[config.mk]
export PLATFORM = sky130hd
export DESIGN_NAME = m72_rom_loader_flat
export DESIGN_NICKNAME = d
export VERILOG_FILES = /design/src/rtl/m72_rom_loader.sv /design/src/rtl/m72_rom_loader_if.sv /design/src/flat_wrapper.sv
export SDC_FILE = /design/constraint.sdc
export NUM_CORES = 1
export LEC_CHECK = 0
export ABC_AREA = 1
export ABC_CLOCK_PERIOD_IN_PS = 7000
export BUFFER_PORTS_ARGS = -buffer_cell sky130_fd_sc_hd__clkbuf_2
export CORE_AREA = 10 10 144 133
export DETAILED_ROUTE_END_ITERATION = 16
export DIE_AREA = 0 0 154 143
export SYNTH_ARGS = -nofsm -noshare
export SYNTH_HDL_FRONTEND = slang
export SYNTH_SLANG_ARGS = --single-unit
[constraint.sdc]
create_clock -name clk -period 7 [get_ports clk]
set_input_delay 1.4 -clock clk [delete_from_list [all_inputs] [get_ports clk]]
set_output_delay 1.4 -clock clk [all_outputs]
set_load 0.01 [all_outputs]
[src/rtl/m72_rom_loader.sv]
`default_nettype none
// ============================================================================
// m72_rom_loader : splits the ioctl ROM stream into SDRAM words / BRAM bytes
// Revision: 1.0
// ============================================================================
package m72_pkg;
  typedef struct packed {
    logic [24:0] base_addr;
    logic [1:0]  bram_cs;
    logic        reorder_64;
  } region_t;

  // CPU ROM, sprite, BG A, BG B, MCU, samples; bram_cs==0 selects SDRAM
  localparam region_t [0:5] LOAD_REGIONS = {
    {25'h0000000, 2'b00, 1'b0},
    {25'h0100000, 2'b00, 1'b1},
    {25'h0200000, 2'b00, 1'b0},
    {25'h0300000, 2'b00, 1'b0},
    {25'h0000000, 2'b01, 1'b0},
    {25'h0000000, 2'b10, 1'b0}
  };
endpackage

module m72_rom_loader
  import m72_pkg::*;
#(
  parameter int NUM_REGIONS = 6,
  parameter int BRAM_ADDR_W = 20
) (
  input  logic             clk,
  input  logic             reset_n,
  m72_rom_loader_if.master bus,
  output logic [2:0]       region_idx,
  output logic             load_done
);

  localparam logic [2:0] S_IDLE     = 3'd0;
  localparam logic [2:0] S_HDR      = 3'd1;
  localparam logic [2:0] S_DATA     = 3'd2;
  localparam logic [2:0] S_SDR_WAIT = 3'd3;
  localparam logic [2:0] S_DONE     = 3'd4;

  logic [2:0]             state_q, state_d;
  logic [2:0]             region_q, region_d;
  logic [24:0]            len_q, len_d;
  logic [1:0]             hdr_cnt_q, hdr_cnt_d;
  logic [24:0]            offset_q, offset_d;
  logic [7:0]             pending_q, pending_d;
  logic                   last_q, last_d;
  logic                   abort_q, abort_d;
  logic                   dl_prev_q, dl_prev_d;
  logic [24:0]            sdr_addr_q, sdr_addr_d;
  logic [15:0]            sdr_data_q, sdr_data_d;
  logic [1:0]             sdr_be_q, sdr_be_d;
  logic                   sdr_req_q, sdr_req_d;
  logic [BRAM_ADDR_W-1:0] bram_addr_q, bram_addr_d;
  logic [7:0]             bram_data_q, bram_data_d;
  logic [1:0]             bram_cs_q, bram_cs_d;
  logic                   bram_wr_q, bram_wr_d;
  logic                   load_done_q, load_done_d;

  region_t     cur_region;
  logic        is_sdram;
  logic        rise;
  logic        byte_acc;
  logic [24:0] off_inc;
  logic        last_byte;
  logic [24:0] hdr_len;
  logic [24:0] word_off;
  logic        sdr_issue;
  logic        bram_issue;
  logic        last_region;
  logic        advance;

  assign cur_region  = LOAD_REGIONS[region_q];
  assign is_sdram    = (cur_region.bram_cs == 2'b00);
  assign rise        = bus.ioctl_download && !dl_prev_q;
  assign byte_acc    = (state_q == S_DATA) && bus.ioctl_download && bus.ioctl_wr;
  assign off_inc     = offset_q + 25'd1;
  assign last_byte   = (off_inc == len_q);
  assign hdr_len     = {len_q[16:0], bus.ioctl_dout};
  assign last_region = (region_q == 3'(NUM_REGIONS - 1));
  // 64-byte reorder rotates word-address bits [5:1] left by one
  assign word_off    = cur_region.reorder_64 ?
                       {offset_q[24:6], offset_q[4:1], offset_q[5], 1'b0} :
                       {offset_q[24:1], 1'b0};
  // an odd offset completes a word; a final even offset flushes a half word
  assign sdr_issue   = byte_acc && is_sdram && (offset_q[0] || last_byte);
  assign bram_issue  = byte_acc && !is_sdram;

  always_ff @(posedge clk) begin
    if (!reset_n) begin
      state_q     <= S_IDLE;
      region_q    <= 3'd0;
      len_q       <= 25'd0;
      hdr_cnt_q   <= 2'd0;
      offset_q    <= 25'd0;
      pending_q   <= 8'd0;
      last_q      <= 1'b0;
      abort_q     <= 1'b0;
      dl_prev_q   <= 1'b0;
      sdr_addr_q  <= 25'd0;
      sdr_data_q  <= 16'd0;
      sdr_be_q    <= 2'd0;
      sdr_req_q   <= 1'b0;
      bram_addr_q <= '0;
      bram_data_q <= 8'd0;
      bram_cs_q   <= 2'd0;
      bram_wr_q   <= 1'b0;
      load_done_q <= 1'b0;
    end else begin
      state_q     <= state_d;
      region_q    <= region_d;
      len_q       <= len_d;
      hdr_cnt_q   <= hdr_cnt_d;
      offset_q    <= offset_d;
      pending_q   <= pending_d;
      last_q      <= last_d;
      abort_q     <= abort_d;
      dl_prev_q   <= dl_prev_d;
      sdr_addr_q  <= sdr_addr_d;
      sdr_data_q  <= sdr_data_d;
      sdr_be_q    <= sdr_be_d;
      sdr_req_q   <= sdr_req_d;
      bram_addr_q <= bram_addr_d;
      bram_data_q <= bram_data_d;
      bram_cs_q   <= bram_cs_d;
      bram_wr_q   <= bram_wr_d;
      load_done_q <= load_done_d;
    end
  end

  always_comb begin
    state_d   = state_q;
    region_d  = region_q;
    len_d     = len_q;
    hdr_cnt_d = hdr_cnt_q;
    offset_d  = offset_q;
    pending_d = pending_q;
    last_d    = last_q;
    abort_d   = abort_q;
    dl_prev_d = bus.ioctl_download;
    advance   = 1'b0;

    case (state_q)
      S_IDLE, S_DONE: begin
        if (rise) begin
          region_d  = 3'd0;
          hdr_cnt_d = 2'd0;
          abort_d   = 1'b0;
          pending_d = 8'd0;
          state_d   = S_HDR;
        end
      end
      S_HDR: begin
        if (!bus.ioctl_download) begin
          state_d = S_IDLE;
        end else if (bus.ioctl_wr) begin
          len_d     = hdr_len;
          hdr_cnt_d = hdr_cnt_q + 2'd1;
          if (hdr_cnt_q == 2'd3) begin
            if (hdr_len == 25'd0) begin
              advance = 1'b1;
            end else begin
              offset_d = 25'd0;
              state_d  = S_DATA;
            end
          end
        end
      end
      S_DATA: begin
        if (!bus.ioctl_download) begin
          pending_d = 8'd0;
          state_d   = S_IDLE;
        end else if (bus.ioctl_wr) begin
          offset_d = off_inc;
          if (is_sdram && !offset_q[0]) begin
            pending_d = bus.ioctl_dout;
          end
          if (sdr_issue) begin
            last_d  = last_byte;
            state_d = S_SDR_WAIT;
          end else if (last_byte) begin
            advance = 1'b1;
          end
        end
      end
      S_SDR_WAIT: begin
        abort_d = abort_q || !bus.ioctl_download;
        if (bus.sdr_ack) begin
          if (abort_q || !bus.ioctl_download) begin
            abort_d   = 1'b0;
            pending_d = 8'd0;
            state_d   = S_IDLE;
          end else if (last_q) begin
            advance = 1'b1;
          end else begin
            state_d = S_DATA;
          end
        end
      end
      default: state_d = S_IDLE;
    endcase

    if (advance) begin
      if (last_region) begin
        state_d = S_DONE;
      end else begin
        region_d  = region_q + 3'd1;
        hdr_cnt_d = 2'd0;
        state_d   = S_HDR;
      end
    end
  end

  always_comb begin
    sdr_addr_d  = sdr_addr_q;
    sdr_data_d  = sdr_data_q;
    sdr_be_d    = sdr_be_q;
    sdr_req_d   = sdr_req_q;
    bram_addr_d = bram_addr_q;
    bram_data_d = bram_data_q;
    bram_cs_d   = bram_cs_q;
    bram_wr_d   = 1'b0;
    load_done_d = (state_d == S_DONE);

    if (sdr_issue) begin
      sdr_req_d  = 1'b1;
      sdr_addr_d = cur_region.base_addr + word_off;
      if (offset_q[0]) begin
        sdr_data_d = {bus.ioctl_dout, pending_q};
        sdr_be_d   = 2'b11;
      end else begin
        sdr_data_d = {8'h00, bus.ioctl_dout};
        sdr_be_d   = 2'b01;
      end
    end else if ((state_q == S_SDR_WAIT) && bus.sdr_ack) begin
      sdr_req_d = 1'b0;
    end

    if (bram_issue) begin
      bram_wr_d   = 1'b1;
      bram_addr_d = offset_q[BRAM_ADDR_W-1:0];
      bram_data_d = bus.ioctl_dout;
      bram_cs_d   = cur_region.bram_cs;
    end
  end

  assign bus.ioctl_wait = sdr_req_q;
  assign bus.sdr_addr   = sdr_addr_q;
  assign bus.sdr_data   = sdr_data_q;
  assign bus.sdr_be     = sdr_be_q;
  assign bus.sdr_req    = sdr_req_q;
  assign bus.bram_addr  = bram_addr_q;
  assign bus.bram_data  = bram_data_q;
  assign bus.bram_cs    = bram_cs_q;
  assign bus.bram_wr    = bram_wr_q;
  assign region_idx     = region_q;
  assign load_done      = load_done_q;

endmodule
`default_nettype wire

[src/rtl/m72_rom_loader_if.sv]
`default_nettype none
// ============================================================================
// m72_rom_loader_if : ioctl download, SDRAM write and BRAM write bundle
// Revision: 1.0
// ============================================================================
interface m72_rom_loader_if #(
  parameter int BRAM_ADDR_W = 20
) ();
  logic                   ioctl_download;
  logic                   ioctl_wr;
  logic [7:0]             ioctl_dout;
  logic                   ioctl_wait;
  logic [24:0]            sdr_addr;
  logic [15:0]            sdr_data;
  logic [1:0]             sdr_be;
  logic                   sdr_req;
  logic                   sdr_ack;
  logic [BRAM_ADDR_W-1:0] bram_addr;
  logic [7:0]             bram_data;
  logic [1:0]             bram_cs;
  logic                   bram_wr;

  modport master (
    input  ioctl_download, ioctl_wr, ioctl_dout, sdr_ack,
    output ioctl_wait, sdr_addr, sdr_data, sdr_be, sdr_req,
    output bram_addr, bram_data, bram_cs, bram_wr
  );

  modport slave (
    output ioctl_download, ioctl_wr, ioctl_dout, sdr_ack,
    input  ioctl_wait, sdr_addr, sdr_data, sdr_be, sdr_req,
    input  bram_addr, bram_data, bram_cs, bram_wr
  );
endinterface
`default_nettype wire

[src/flat_wrapper.sv]
// flat-port wrapper written by rule: the top's interface ports become plain ports
module m72_rom_loader_flat import m72_pkg::*;
#(
  parameter int NUM_REGIONS = 6,
  parameter int BRAM_ADDR_W = 20
)
  (clk, reset_n, region_idx, load_done, bus_ioctl_download, bus_ioctl_wr, bus_ioctl_dout, bus_sdr_ack, bus_ioctl_wait, bus_sdr_addr, bus_sdr_data, bus_sdr_be, bus_sdr_req, bus_bram_addr, bus_bram_data, bus_bram_cs, bus_bram_wr);
  m72_rom_loader_if #(.BRAM_ADDR_W(BRAM_ADDR_W)) bus_i ();
  input  logic clk;
  input  logic reset_n;
  output logic [2:0] region_idx;
  output logic load_done;
  input wire logic [$bits(bus_i.ioctl_download)-1:0] bus_ioctl_download;
  input wire logic [$bits(bus_i.ioctl_wr)-1:0] bus_ioctl_wr;
  input wire logic [$bits(bus_i.ioctl_dout)-1:0] bus_ioctl_dout;
  input wire logic [$bits(bus_i.sdr_ack)-1:0] bus_sdr_ack;
  output wire logic [$bits(bus_i.ioctl_wait)-1:0] bus_ioctl_wait;
  output wire logic [$bits(bus_i.sdr_addr)-1:0] bus_sdr_addr;
  output wire logic [$bits(bus_i.sdr_data)-1:0] bus_sdr_data;
  output wire logic [$bits(bus_i.sdr_be)-1:0] bus_sdr_be;
  output wire logic [$bits(bus_i.sdr_req)-1:0] bus_sdr_req;
  output wire logic [$bits(bus_i.bram_addr)-1:0] bus_bram_addr;
  output wire logic [$bits(bus_i.bram_data)-1:0] bus_bram_data;
  output wire logic [$bits(bus_i.bram_cs)-1:0] bus_bram_cs;
  output wire logic [$bits(bus_i.bram_wr)-1:0] bus_bram_wr;
  assign bus_i.ioctl_download = bus_ioctl_download;
  assign bus_i.ioctl_wr = bus_ioctl_wr;
  assign bus_i.ioctl_dout = bus_ioctl_dout;
  assign bus_i.sdr_ack = bus_sdr_ack;
  assign bus_ioctl_wait = bus_i.ioctl_wait;
  assign bus_sdr_addr = bus_i.sdr_addr;
  assign bus_sdr_data = bus_i.sdr_data;
  assign bus_sdr_be = bus_i.sdr_be;
  assign bus_sdr_req = bus_i.sdr_req;
  assign bus_bram_addr = bus_i.bram_addr;
  assign bus_bram_data = bus_i.bram_data;
  assign bus_bram_cs = bus_i.bram_cs;
  assign bus_bram_wr = bus_i.bram_wr;
  m72_rom_loader #(.NUM_REGIONS(NUM_REGIONS), .BRAM_ADDR_W(BRAM_ADDR_W)) u_core (.clk(clk), .reset_n(reset_n), .bus(bus_i), .region_idx(region_idx), .load_done(load_done));
endmodule
==> impl_results.md, run 1 <==
- Setup slack after layout: 3.538 ns
- Initial DRC Count: 519
- Final min period: 3.462 ns
- Clk_lat worst skew: 0.43 ns
- TritonCTS clock tree: yes
- Post-CTS setup buffer count: 0
- Via-to-Cell Ratio: 5.324
- P&R area growth vs syn: 16.83%
- Finished Core Util: 0.5184
- Gr ovfl total: 0
- First-pass GRT wire length: 34560 um
- Initial antenna violation count: 0
- Endpoints failing hold: 0
- Die footprint: 22020 sq um
- F_max: 288.8 MHz
- Post-Syn Area per Cell: 7.209 sq um
- DRT Pass-1 Iters: 5
- DP Worst Slack: 3.215 ns
- Number of global-route vias before repair: 6448
- Pwr per Cell Area: 240.8 nW/um^2
- Hold Path Depth: 2
- FF+latch count, synth: 144
- Die Wd: 154 um
- Crit path cell chain: inv_2 > nor2_4 > nand2_1 > nor2_1 > nand2_1 > nand3_1 > nand3_1 > nor2_1 > nand2_1 > nor2_2 > nand3_4 > nand2_8 > nor2_1 > a211oi_2
- Sequential element share of the synthesized area: 0.4056
- Critical Path Max Stage Delay: 0.77 ns
- Max Cap Viol: 0
- RSZ-0062 raised after global routing: false
- Site row count: 44
- Synth warn: 0
- Async set-reset flop share out of synthesis: 0
- Top_reg_cell synth: dfxtp_1
- Hold_buf cts: 0
- Min Hold Slack: 0.4621 ns
- Post-DP HPWL: 15500 um
- Post-DR wirelength/cell: 16.63 um
- Status: complete, no violations
- Mapped Nets: 1006
- Layout cells sized above 1: 0.1833
- Die H: 143 um
- CP max-delay cell: dfxtp_1
- Netlist Area Pre-Place: 7108 sq um
- Count of pins over their slew limit: 0
- Core Region: 16020 sq um
- Unique masters post-synth: 39
- Initial Utilization: 0.4437
- DRC viols: 0
- PortBufs: 91
- Final TNS setup: 0 ns
- Skew final: 0.009565 ns
- Final WL: 21220 um
- Peak VDD IR: 0.1847 mV
- Final nets: 1076
- Antenna Violating Nets Remaining: 0
- Worst min-delay path category: flip-flop to flip-flop
- Slew @ Worst Pin: 1.035 ns
- Largest net degree at the start of global routing: 78
- CP required: 7.36 ns
- Critical Path Fanout Max: 64
- Reg clk slew, reported paths: 0.06 ns
- Clock buffer depth: 2
- Vias post-DR: 6794
- Post-synth EDFFs: 0
- GP Congestion: 0.9189
- TritonCTS Buffers: 17
- Synth Instances: 986
- Reg2Reg Depth: 14
- Leak: 3.509 nW
- CP startpoint kind: flip-flop
- Final setup vio count: 0
- Post-CTS resize count: 0
- Clk sinks: 144
- Setup Crit Path Kind: flip-flop to flip-flop
- Gr usage total: 0.1918
- Boundary pin count: 93
- Relative slew slack: 0.3081
- Antenna diode instance count: 0
- CP arrival: 3.82 ns
- Fin crit share: 0.4946
- Worst setup EP type: flip-flop
- Root buffer cell: clkbuf_16
- Depth of the CTS H-tree: 4
-- worst paths after layout --
check	start	to	slack, ns
setup / recovery	u_core.offset_q[0]$_SDFFE_PN0P_	u_core.bus.sdr_addr[12]$_SDFFE_PN0P_	3.54
hold / removal	u_core.bus.sdr_be[1]$_SDFFE_PN0P_	u_core.bus.sdr_be[1]$_SDFFE_PN0P_	0.46
setup reg to reg	u_core.offset_q[0]$_SDFFE_PN0P_	u_core.bus.sdr_addr[12]$_SDFFE_PN0P_	3.54
hold reg to reg	u_core.bus.sdr_be[1]$_SDFFE_PN0P_	u_core.bus.sdr_be[1]$_SDFFE_PN0P_	0.46
-- routing by layer --
layer / up-vias / wire, um / track usage
met4: 0 / 265 / 0.05216
met5: - / 0 / 0
met3: 23 / 1463 / 0.06156
li1: 3457 / - / -
met2: 166 / 9448 / 0.2952
met1: 3148 / 10040 / 0.2524
-- cells by family after synthesis --
logic type | count (synthesis) | synth area share
xor gates and xnor gates | 6 | 0.007393
adders and majority gates | 7 | 0.01338
AOI/OAI and AO/OA | 243 | 0.2033
DFF | 144 | 0.4056
other | 1 | 0.0005276
buffers and inverters | 127 | 0.07463
muxes | 6 | 0.008450
and+or+nand+nor | 452 | 0.2867
-- through the flow --
stage	cell area [sq um]	cells	power (mW)
after floorplan	7108	986	0.9352
after global placement	7637	1244	0.9713
after detailed placement	7637	1244	0.9710
after CTS	8304	1276	2.012
after global routing	8304	1276	2.058
final	8304	1276	2.000
-- worst max-delay path, delay by kind of cell, from the launching register on --
family,cells,cell delay [ns]
compound gates,1,0.16
buf+inv,1,0.26
flops,1,0.77
simple gates,12,2.11
-- flip-flops by register name, summed over array words and instances, names as in the netlist --
register	count
u_core.len_q	25
u_core.bus.sdr_addr	24
u_core.bus.sdr_be	2
u_core.load_done	1
u_core.abort_q	1
u_core.bus.ioctl_wait	1
u_core.pending_q	8
u_core.dl_prev_q	1
u_core.bus.bram_wr	1
u_core.offset_q	25
u_core.bus.bram_cs	2
u_core.state_q	3
u_core.bus.bram_addr	20
u_core.bus.sdr_data	16
u_core.last_q	1
u_core.hdr_cnt_q	2
u_core.region_idx	3
u_core.bus.bram_data	8
-- cell usage in the layout (no fill, tap or decap), types with 4 or more instances in the layout --
cell	n
a211oi_1	24
nand2_2	7
nor3_1	6
nor2_2	16
nand3_1	69
bufinv_16	5
o21ai_1	15
nor2_1	101
a211oi_2	14
mux2i_1	6
inv_2	11
clkbuf_2	91
o21ai_0	72
a21oi_2	11
nand4_1	9
nand2_1	219
xor2_1	4
clkbuf_16	17
nand3b_1	9
inv_1	72
nor2_4	6
dfxtp_1	144
a21oi_1	91
ha_1	6
a31oi_1	14
-- synthesized netlist by cell type (2+ instances only) --
cell type / n / share of area
inv_2: 10 / 0.0053
buf_4: 5 / 0.0053
a211oi_2: 14 / 0.025
inv_1: 73 / 0.039
nor3_1: 6 / 0.0042
a21oi_1: 91 / 0.064
o21ai_1: 15 / 0.011
nor4_1: 3 / 0.0026
nand3b_1: 9 / 0.0095
nor2_4: 5 / 0.0079
o21ai_0: 72 / 0.051
xor2_1: 4 / 0.0049
nand2_1: 219 / 0.12
xnor2_1: 2 / 0.0025
nand2_2: 7 / 0.0062
ha_1: 6 / 0.011
a21oi_2: 11 / 0.014
clkbuf_1: 33 / 0.017
dfxtp_1: 144 / 0.41
nor2_8: 3 / 0.0084
a31oi_1: 14 / 0.012
nor2_1: 102 / 0.054
nor2_2: 16 / 0.014
nand3_1: 69 / 0.049
buf_6: 3 / 0.0048
nand4_1: 9 / 0.0079
mux2i_1: 6 / 0.0084
a211oi_1: 24 / 0.025
-- power by group --
| part | switching (mW) | total (mW) | leakage (nW) | internal (mW) |
|---|---|---|---|---|
| clock | 0.393 | 1.05 | 0.328 | 0.652 |
| combinational | 0.0787 | 0.112 | 2.02 | 0.0328 |
| sequential | 0.0124 | 0.842 | 1.16 | 0.830 |
-- final cells by class --
class                           count  area (sq um)
Fill cell                        1597          7716
Timing Repair Buffer               94         478.0
Inverter                           84         315.3
Clock buffer                       19         442.9
Sequential cell                   144          2883
Tap cell                          207         259.0
Multi-Input combinational cell    715          3702
Clock inverter                     13         224.0
Note: power is estimated with default switching activity, not from simulation.
==> run 2, diff against run 1 <==
--- a/config.mk
+++ b/config.mk
@@ -5,12 +5,13 @@
 export SDC_FILE = /design/constraint.sdc
 export NUM_CORES = 1
 export LEC_CHECK = 0
-export ABC_AREA = 1
-export ABC_CLOCK_PERIOD_IN_PS = 7000
+export ABC_AREA = 0
+export ABC_CLOCK_PERIOD_IN_PS = 2900
 export BUFFER_PORTS_ARGS = -buffer_cell sky130_fd_sc_hd__clkbuf_2
-export CORE_AREA = 10 10 144 133
+export CORE_AREA = 10 10 147 135
 export DETAILED_ROUTE_END_ITERATION = 16
-export DIE_AREA = 0 0 154 143
+export DIE_AREA = 0 0 157 145
+export PLACE_DENSITY = 0.66
 export SYNTH_ARGS = -nofsm -noshare
 export SYNTH_HDL_FRONTEND = slang
 export SYNTH_SLANG_ARGS = --single-unit
==> constraint.sdc (replaced) <==
create_clock -name clk -period 2.9 [get_ports clk]
set_input_delay 0.58 -clock clk [delete_from_list [all_inputs] [get_ports clk]]
set_output_delay 0.58 -clock clk [all_outputs]
set_load 0.01 [all_outputs]
==> run 2 against run 1 <==
- clock skew is essentially flat
- non-clock buffer count grew 75
- largest cell class unchanged
- clock power grew 130%
- core utilization grew 2.1 points
- fmax grew 25%
- sequential power grew 140%
- first-iteration DRC count grew 16%
- count of clock-buffer cells in the layout grew 1
- final cell count shrank 1.0%
- hold slack lost 0.0094 ns
==> impl_results.md, run 2 <==
- Die H: 145 um
- Post-Syn Area per Cell: 7.885 sq um
- Clk_lat worst skew: 0.43 ns
- Worst min-delay path category: flip-flop to flip-flop
- Root buffer cell: clkbuf_16
- Gr ovfl total: 0
- Switching share of power: 0.2223
- Initial Utilization: 0.4418
- CP arrival: 3.13 ns
- Post-DR wirelength/cell: 19.13 um
- DRC viols: 0
- Seq pwr share: 0.435
- Relative slew slack: 0.5036
- Unique masters post-synth: 65
- Most Frequent Cell on Critical Path: nand4_1
- Dominant cell by count in the synthesized netlist: nand2_1
- Sequential element share of the synthesized area: 0.3902
- Net Switching: 1.025 mW
- Post-DP HPWL: 17210 um
- Final nets: 1060
- Final WL: 24160 um
- Boundary pin count: 93
- First-pass GRT wire length: 38030 um
- Internal power: 3.585 mW
- Final setup vio count: 0
- Power share of the combinational group: 0.039
- Via-to-Cell Ratio: 5.725
- Mapped Nets: 957
- Post-synth top cells: nand2_1 (172), dfxtp_1 (144), a21oi_1 (116), clkbuf_1 (50), nand3_1 (50)
- Vias post-DR: 7231
- Clock buffer depth: 2
- Share of the synthesized area in the top cell type: 0.3902
- Synth area leader: dfxtp_1
- Initial antenna violation count: 0
- Hold_buf cts: 0
- PortBufs: 91
- Max Cap Viol: 0
- Top_reg_cell synth: dfxtp_1
- Pwr per Cell Area: 511.1 nW/um^2
- Placed Cells: 1232
- Async set-reset flop share out of synthesis: 0
- Die Wd: 157 um
- DRT Pass-1 Iters: 5
- Synth Instances: 937
- Number of global-route vias before repair: 6718
- Die footprint: 22770 sq um
- Placed Area: 8329 sq um
- Critical Path Max Stage Delay: 0.49 ns
- Endpoints failing hold: 0
- Critical Path Fanout Max: 12
- TritonCTS clock tree: yes
- Slew @ Worst Pin: 0.7383 ns
- Clock Power Share: 0.526
- Reg clk slew, reported paths: 0.06 ns
- Final cell count without fillers: 1263
- TritonCTS Buffers: 17
- Most frequent cells in the layout: nand2_1 (172), dfxtp_1 (141), a21oi_1 (116), clkbuf_2 (91), buf_4 (73)
- Overall power: 4.609 mW
- Netlist Area Pre-Place: 7388 sq um
- Layout cells sized above 1: 0.2386
- Core Region: 16720 sq um
- Antenna diode instance count: 0
- CP required: 3.26 ns
- Clk sinks: 144
- Crit path cell chain: buf_4 > nand4_1 > nor2_2 > nand4_1 > or4_1 > a31oi_1 > nand4_1 > a21oi_2 > buf_4 > mux2i_1
- Largest net degree at the start of global routing: 73
- Finished Core Util: 0.5393
- Depth of the CTS H-tree: 4
- Area contributors post-synth: dfxtp_1 (39%), nand2_1 (8.7%), a21oi_1 (7.9%), nand3_1 (3.4%), xnor2_1 (3.0%)
- Leak: 3.292 nW
- RSZ-0062 raised after global routing: false
- Site row count: 45
- Final min period: 2.771 ns
- Setup Crit Path Kind: flip-flop to flip-flop
- Antenna Violating Nets Remaining: 0
- Fin crit share: 0.9555
- Post-CTS setup buffer count: 0
- FF+latch count, synth: 144
- CP max-delay cell: or4_1
- Post-route cell area: 9019 sq um
- CP startpoint kind: flip-flop
- F_max: 360.9 MHz
- Initial DRC Count: 601
- GP Congestion: 0.9852
- Peak VDD IR: 0.4312 mV
- P&R area growth vs syn: 22.07%
- Status: complete, no violations
- Skew final: 0.009261 ns
- Commonest non-fill, non-tap cell in the layout: nand2_1
- Worst setup EP type: flip-flop
- Count of pins over their slew limit: 0
- Gr usage total: 0.2085
- Synth warn: 0
- Post-synth EDFFs: 0
run 2: changes by cell type in the layout (fill, tap and decap cells not counted), moves of 14 or more:
| cell | delta |
|---|---|
| a211oi_1 | -15 |
| a21oi_1 | +25 |
| buf_4 | +70 |
| inv_1 | -62 |
| nand2_1 | -47 |
| nand2b_1 | +20 |
| nand3_1 | -19 |
| nor2_1 | -58 |
| nor2_2 | -14 |
| nor3_1 | +16 |
| o21ai_0 | -30 |
| xnor2_1 | +23 |
run 2: repair_timing:
item,in CTS,in global routing
resized for setup,1,15
pin swaps,1,3
setup endpoints to repair,32,50
run 2: through the flow:
stage	hold WS, ns	setup TNS, ns	setup slack [ns]
6_report	0.4527	0	0.1290
3_5_place_dp	0.4476	-0.3123	-0.03926
2_1_floorplan	0.4458	0	0.03707
3_3_place_gp	0.4433	-0.2991	-0.1272
4_1_cts	0.4350	0	0.01126
5_1_grt	0.4726	0	0.006906
run 2: worst max-delay path, delay by kind of cell, from the launching register on:
family          cells  cell delay (ns)
compound gates      2             0.42
buf+inv             2             0.40
flops               1             0.36
mux                 1             0.19
simple gates        5             1.31
run 2: metal layers:
metal / global-route usage / wire length (um) / up-vias
li1: - / - / 3500
met3: 0.04367 / 1422 / 30
met4: 0.04575 / 316 / 0
met2: 0.3344 / 11420 / 230
met5: 0 / 0 / -
met1: 0.2799 / 11000 / 3471
run 2: layout make-up:
class                   instances  area [sq um]
clock buffers                  20         436.7
clock inverters                11         203.9
fillers                      1591          7704
inverters                      11         43.79
multi-input cells             697          4080
flip-flops and latches        144          2887
well taps                     211         264.0
repair buffers                169          1104
run 2: cell families after synthesis:
family,Yosys count,synth area share
simple gates,411,0.2826
compound gates,225,0.1846
flops,144,0.3902
buf+inv,96,0.06367
xor+xnor,37,0.04386
mux,16,0.02168
fa+ha+maj,7,0.01287
other cells,1,0.0005076
run 2: power groups by stage:
stage / registers (mW) / logic [mW] / clock network [mW]
3_3_place_gp: 2.05 / 0.174 / 0
2_1_floorplan: 2.04 / 0.115 / 0
6_report: 2.00 / 0.180 / 2.43
3_5_place_dp: 2.05 / 0.175 / 0
5_1_grt: 2.00 / 0.197 / 2.53
4_1_cts: 2.00 / 0.176 / 2.46
run 2: worst paths after layout:
| path | from | endpoint | slack, ns | depth (start not counted) |
|---|---|---|---|---|
| max | u_core.offset_q[6]$_SDFFE_PN0P_ | u_core.region_idx[0]$_SDFF_PN0_ | 0.13 | 10 |
| min | u_core.bus.bram_data[5]$_SDFFE_PN0P_ | u_core.bus.bram_data[5]$_SDFFE_PN0P_ | 0.45 | 2 |
| max reg2reg | u_core.offset_q[6]$_SDFFE_PN0P_ | u_core.region_idx[0]$_SDFF_PN0_ | 0.13 | 10 |
| min reg2reg | u_core.bus.bram_data[5]$_SDFFE_PN0P_ | u_core.bus.bram_data[5]$_SDFFE_PN0P_ | 0.45 | 2 |
==> run 3, diff against run 2 <==
--- a/config.mk
+++ b/config.mk
@@ -6,12 +6,11 @@
 export NUM_CORES = 1
 export LEC_CHECK = 0
 export ABC_AREA = 0
-export ABC_CLOCK_PERIOD_IN_PS = 2900
+export ABC_CLOCK_PERIOD_IN_PS = 2580
 export BUFFER_PORTS_ARGS = -buffer_cell sky130_fd_sc_hd__clkbuf_2
 export CORE_AREA = 10 10 147 135
 export DETAILED_ROUTE_END_ITERATION = 16
 export DIE_AREA = 0 0 157 145
-export PLACE_DENSITY = 0.66
 export SYNTH_ARGS = -nofsm -noshare
 export SYNTH_HDL_FRONTEND = slang
 export SYNTH_SLANG_ARGS = --single-unit
==> constraint.sdc (replaced) <==
create_clock -name clk -period 2.58 [get_ports clk]
set_input_delay 0.516 -clock clk [delete_from_list [all_inputs] [get_ports clk]]
set_output_delay 0.516 -clock clk [all_outputs]
set_load 0.01 [all_outputs]
==> run 3 against run 2 <==
- sequential share of layout area fell by 3.8 points
- combinational power rose by 38%
- global-route usage rose by 2.1 points
- the run now ends with setup timing left
- flip-flop and latch count did not move
- clock skew rose by 0.00097 ns
- sequential power rose by 12%
- register-to-register slack got worse by 0.36 ns
- design area rose by 14%
==> impl_results.md, run 3 (same netlist as run 2, synthesis figures left out) <==
- Setup slack after layout: -0.2278 ns
- Post-DR wirelength/cell: 19.87 um
- Leak: 3.847 nW
- Initial Utilization: 0.4418
- Worst min-delay path category: input port to flip-flop
- Relative slew slack: 0.5914
- PortBufs: 91
- Reg area: 2902 sq um
- Setup Crit Path Kind: flip-flop to flip-flop
- Skew final: 0.01023 ns
- Pwr per Cell Area: 498.7 nW/um^2
- DRC viols: 0
- P&R area growth vs syn: 39.05%
- Die H: 145 um
- Site row count: 45
- DRT Pass-1 Iters: 5
- Initial antenna violation count: 0
- TritonCTS Buffers: 17
- Vias post-DR: 7655
- Final setup vio count: 53
- Largest net degree at the start of global routing: 71
- First-pass GRT wire length: 41740 um
- TritonCTS clock tree: yes
- Gr usage total: 0.2294
- Root buffer cell: clkbuf_16
- Final cell count without fillers: 1349
- Reg clk slew, reported paths: 0.06 ns
- Final nets: 1147
- Initial DRC Count: 654
- Core Region: 16720 sq um
- Boundary pin count: 93
- Layout cells sized above 1: 0.3603
- CP required: 2.88 ns
- Number of global-route vias before repair: 7279
- Max Cap Viol: 0
- Status: finished with violations
- Critical Path Fanout Max: 8
- Area taken by multi-input logic gates: 4514 sq um
- Clk_lat worst skew: 0.43 ns
- Antenna diode instance count: 0
- Clock buffer depth: 2
- RSZ-0062 raised after global routing: true
- Commonest non-fill, non-tap cell in the layout: nand2_1
- Slew @ Worst Pin: 0.6130 ns
- Fin crit share: 1.088
- Placed Area: 8949 sq um
- Via-to-Cell Ratio: 5.675
- Failing checks: setup timing
- GP Congestion: 0.9438
- Antenna Violating Nets Remaining: 0
- Post-DP HPWL: 18970 um
- CP arrival: 3.11 ns
- Die footprint: 22770 sq um
- CP startpoint kind: flip-flop
- Final min period: 2.808 ns
- Final TNS setup: -7.770 ns
- Post-route cell area: 10270 sq um
- Endpoints failing hold: 0
- Placed Cells: 1303
- Worst setup EP type: flip-flop
- Clk sinks: 144
- Depth of the CTS H-tree: 4
- Final WL: 26800 um
- F_max: 356.2 MHz
- Die Wd: 157 um
- Fillers: 1489
- Peak VDD IR: 0.4398 mV
- Count of pins over their slew limit: 0
- Most frequent cells in the layout: nand2_1 (172), buf_4 (143), dfxtp_1 (133), a21oi_1 (101), clkbuf_2 (91)
- Gr ovfl total: 0
## run 3: changes by cell type in the layout (fill, tap and decap cells not counted), sizes merged
cell / previous run / this run
clkbuf: 111 / 112
buf: 78 / 163
clkinvlp: 1 / 2
bufinv: 5 / 4
## run 3: final timing paths
| check | cells after the start | start | end | slack [ns] |
|---|---|---|---|---|
| worst min register to register | 2 | u_core.bus.bram_addr[7]$_SDFFE_PN0P_ | u_core.bus.bram_addr[7]$_SDFFE_PN0P_ | 0.45 |
| worst max-delay path | 11 | u_core.offset_q[0]$_SDFFE_PN0P_ | u_core.bus.sdr_addr[23]$_SDFFE_PN0P_ | -0.23 |
| worst max register to register | 11 | u_core.offset_q[0]$_SDFFE_PN0P_ | u_core.bus.sdr_addr[23]$_SDFFE_PN0P_ | -0.23 |
| worst min-delay path | 3 | bus_ioctl_download | u_core.dl_prev_q$_SDFF_PN0_ | 0.43 |
## run 3: metal layers
layer,part of all wire,up-vias,track usage
li1,-,3678,-
met1,0.45,3686,0.3063
met2,0.48,257,0.3717
met3,0.053,34,0.03570
met4,0.019,0,0.06557
met5,0,-,0
## run 3: power breakdown
group | leakage (nW) | total [mW] | internal [mW] | switching [mW]
sequential | 1.17 | 2.24 | 2.23 | 0.0114
clock | 0.292 | 2.63 | 1.62 | 1.01
combinational | 2.39 | 0.248 | 0.0947 | 0.153
## run 3: metrics by stage
stage                     power (mW)  hold slack, ns  utilization  setup WS (ns)
after floorplan                2.418          0.4458            -       0.001893
after global placement         2.524          0.4420       0.5351        -0.3437
after detailed placement       2.524          0.4454       0.5351        -0.3645
after CTS                      5.146          0.4262       0.6002        -0.1765
after global routing           5.279          0.4612       0.6144        -0.3253
final                          5.123          0.4344       0.6144        -0.2278
## run 3: repair_timing
action | CTS | global route
endpoints found under the setup margin | 53 | 53
resized for setup | 89 | 38
setup buffers | 10 | 3
cloned | 3 | 2
hold buffers | 0 | 0
pin swaps | 44 | 19
## run 3: critical path, stage by stage, from the launching register on
cell and delay [ns]:
dfxtp_2 0.36, ha_4 0.15, nand3_4 0.08, or4_4 0.56, or4_1 0.51, nand4_1 0.18
nor4_4 0.06, and4_4 0.24, buf_12 0.14, buf_16 0.15, nor3_4 0.19, a211oi_2 0.06
## run 3: final cells by class
| class | instances | share of cell area |
|---|---|---|
| repair buffers | 256 | 0.1884 |
| multi-input cells | 697 | 0.4394 |
| inverters | 11 | 0.004263 |
| well taps | 211 | 0.02570 |
| flip-flops and latches | 144 | 0.2824 |
| clock buffers | 19 | 0.04214 |
| clock inverters | 11 | 0.01766 |
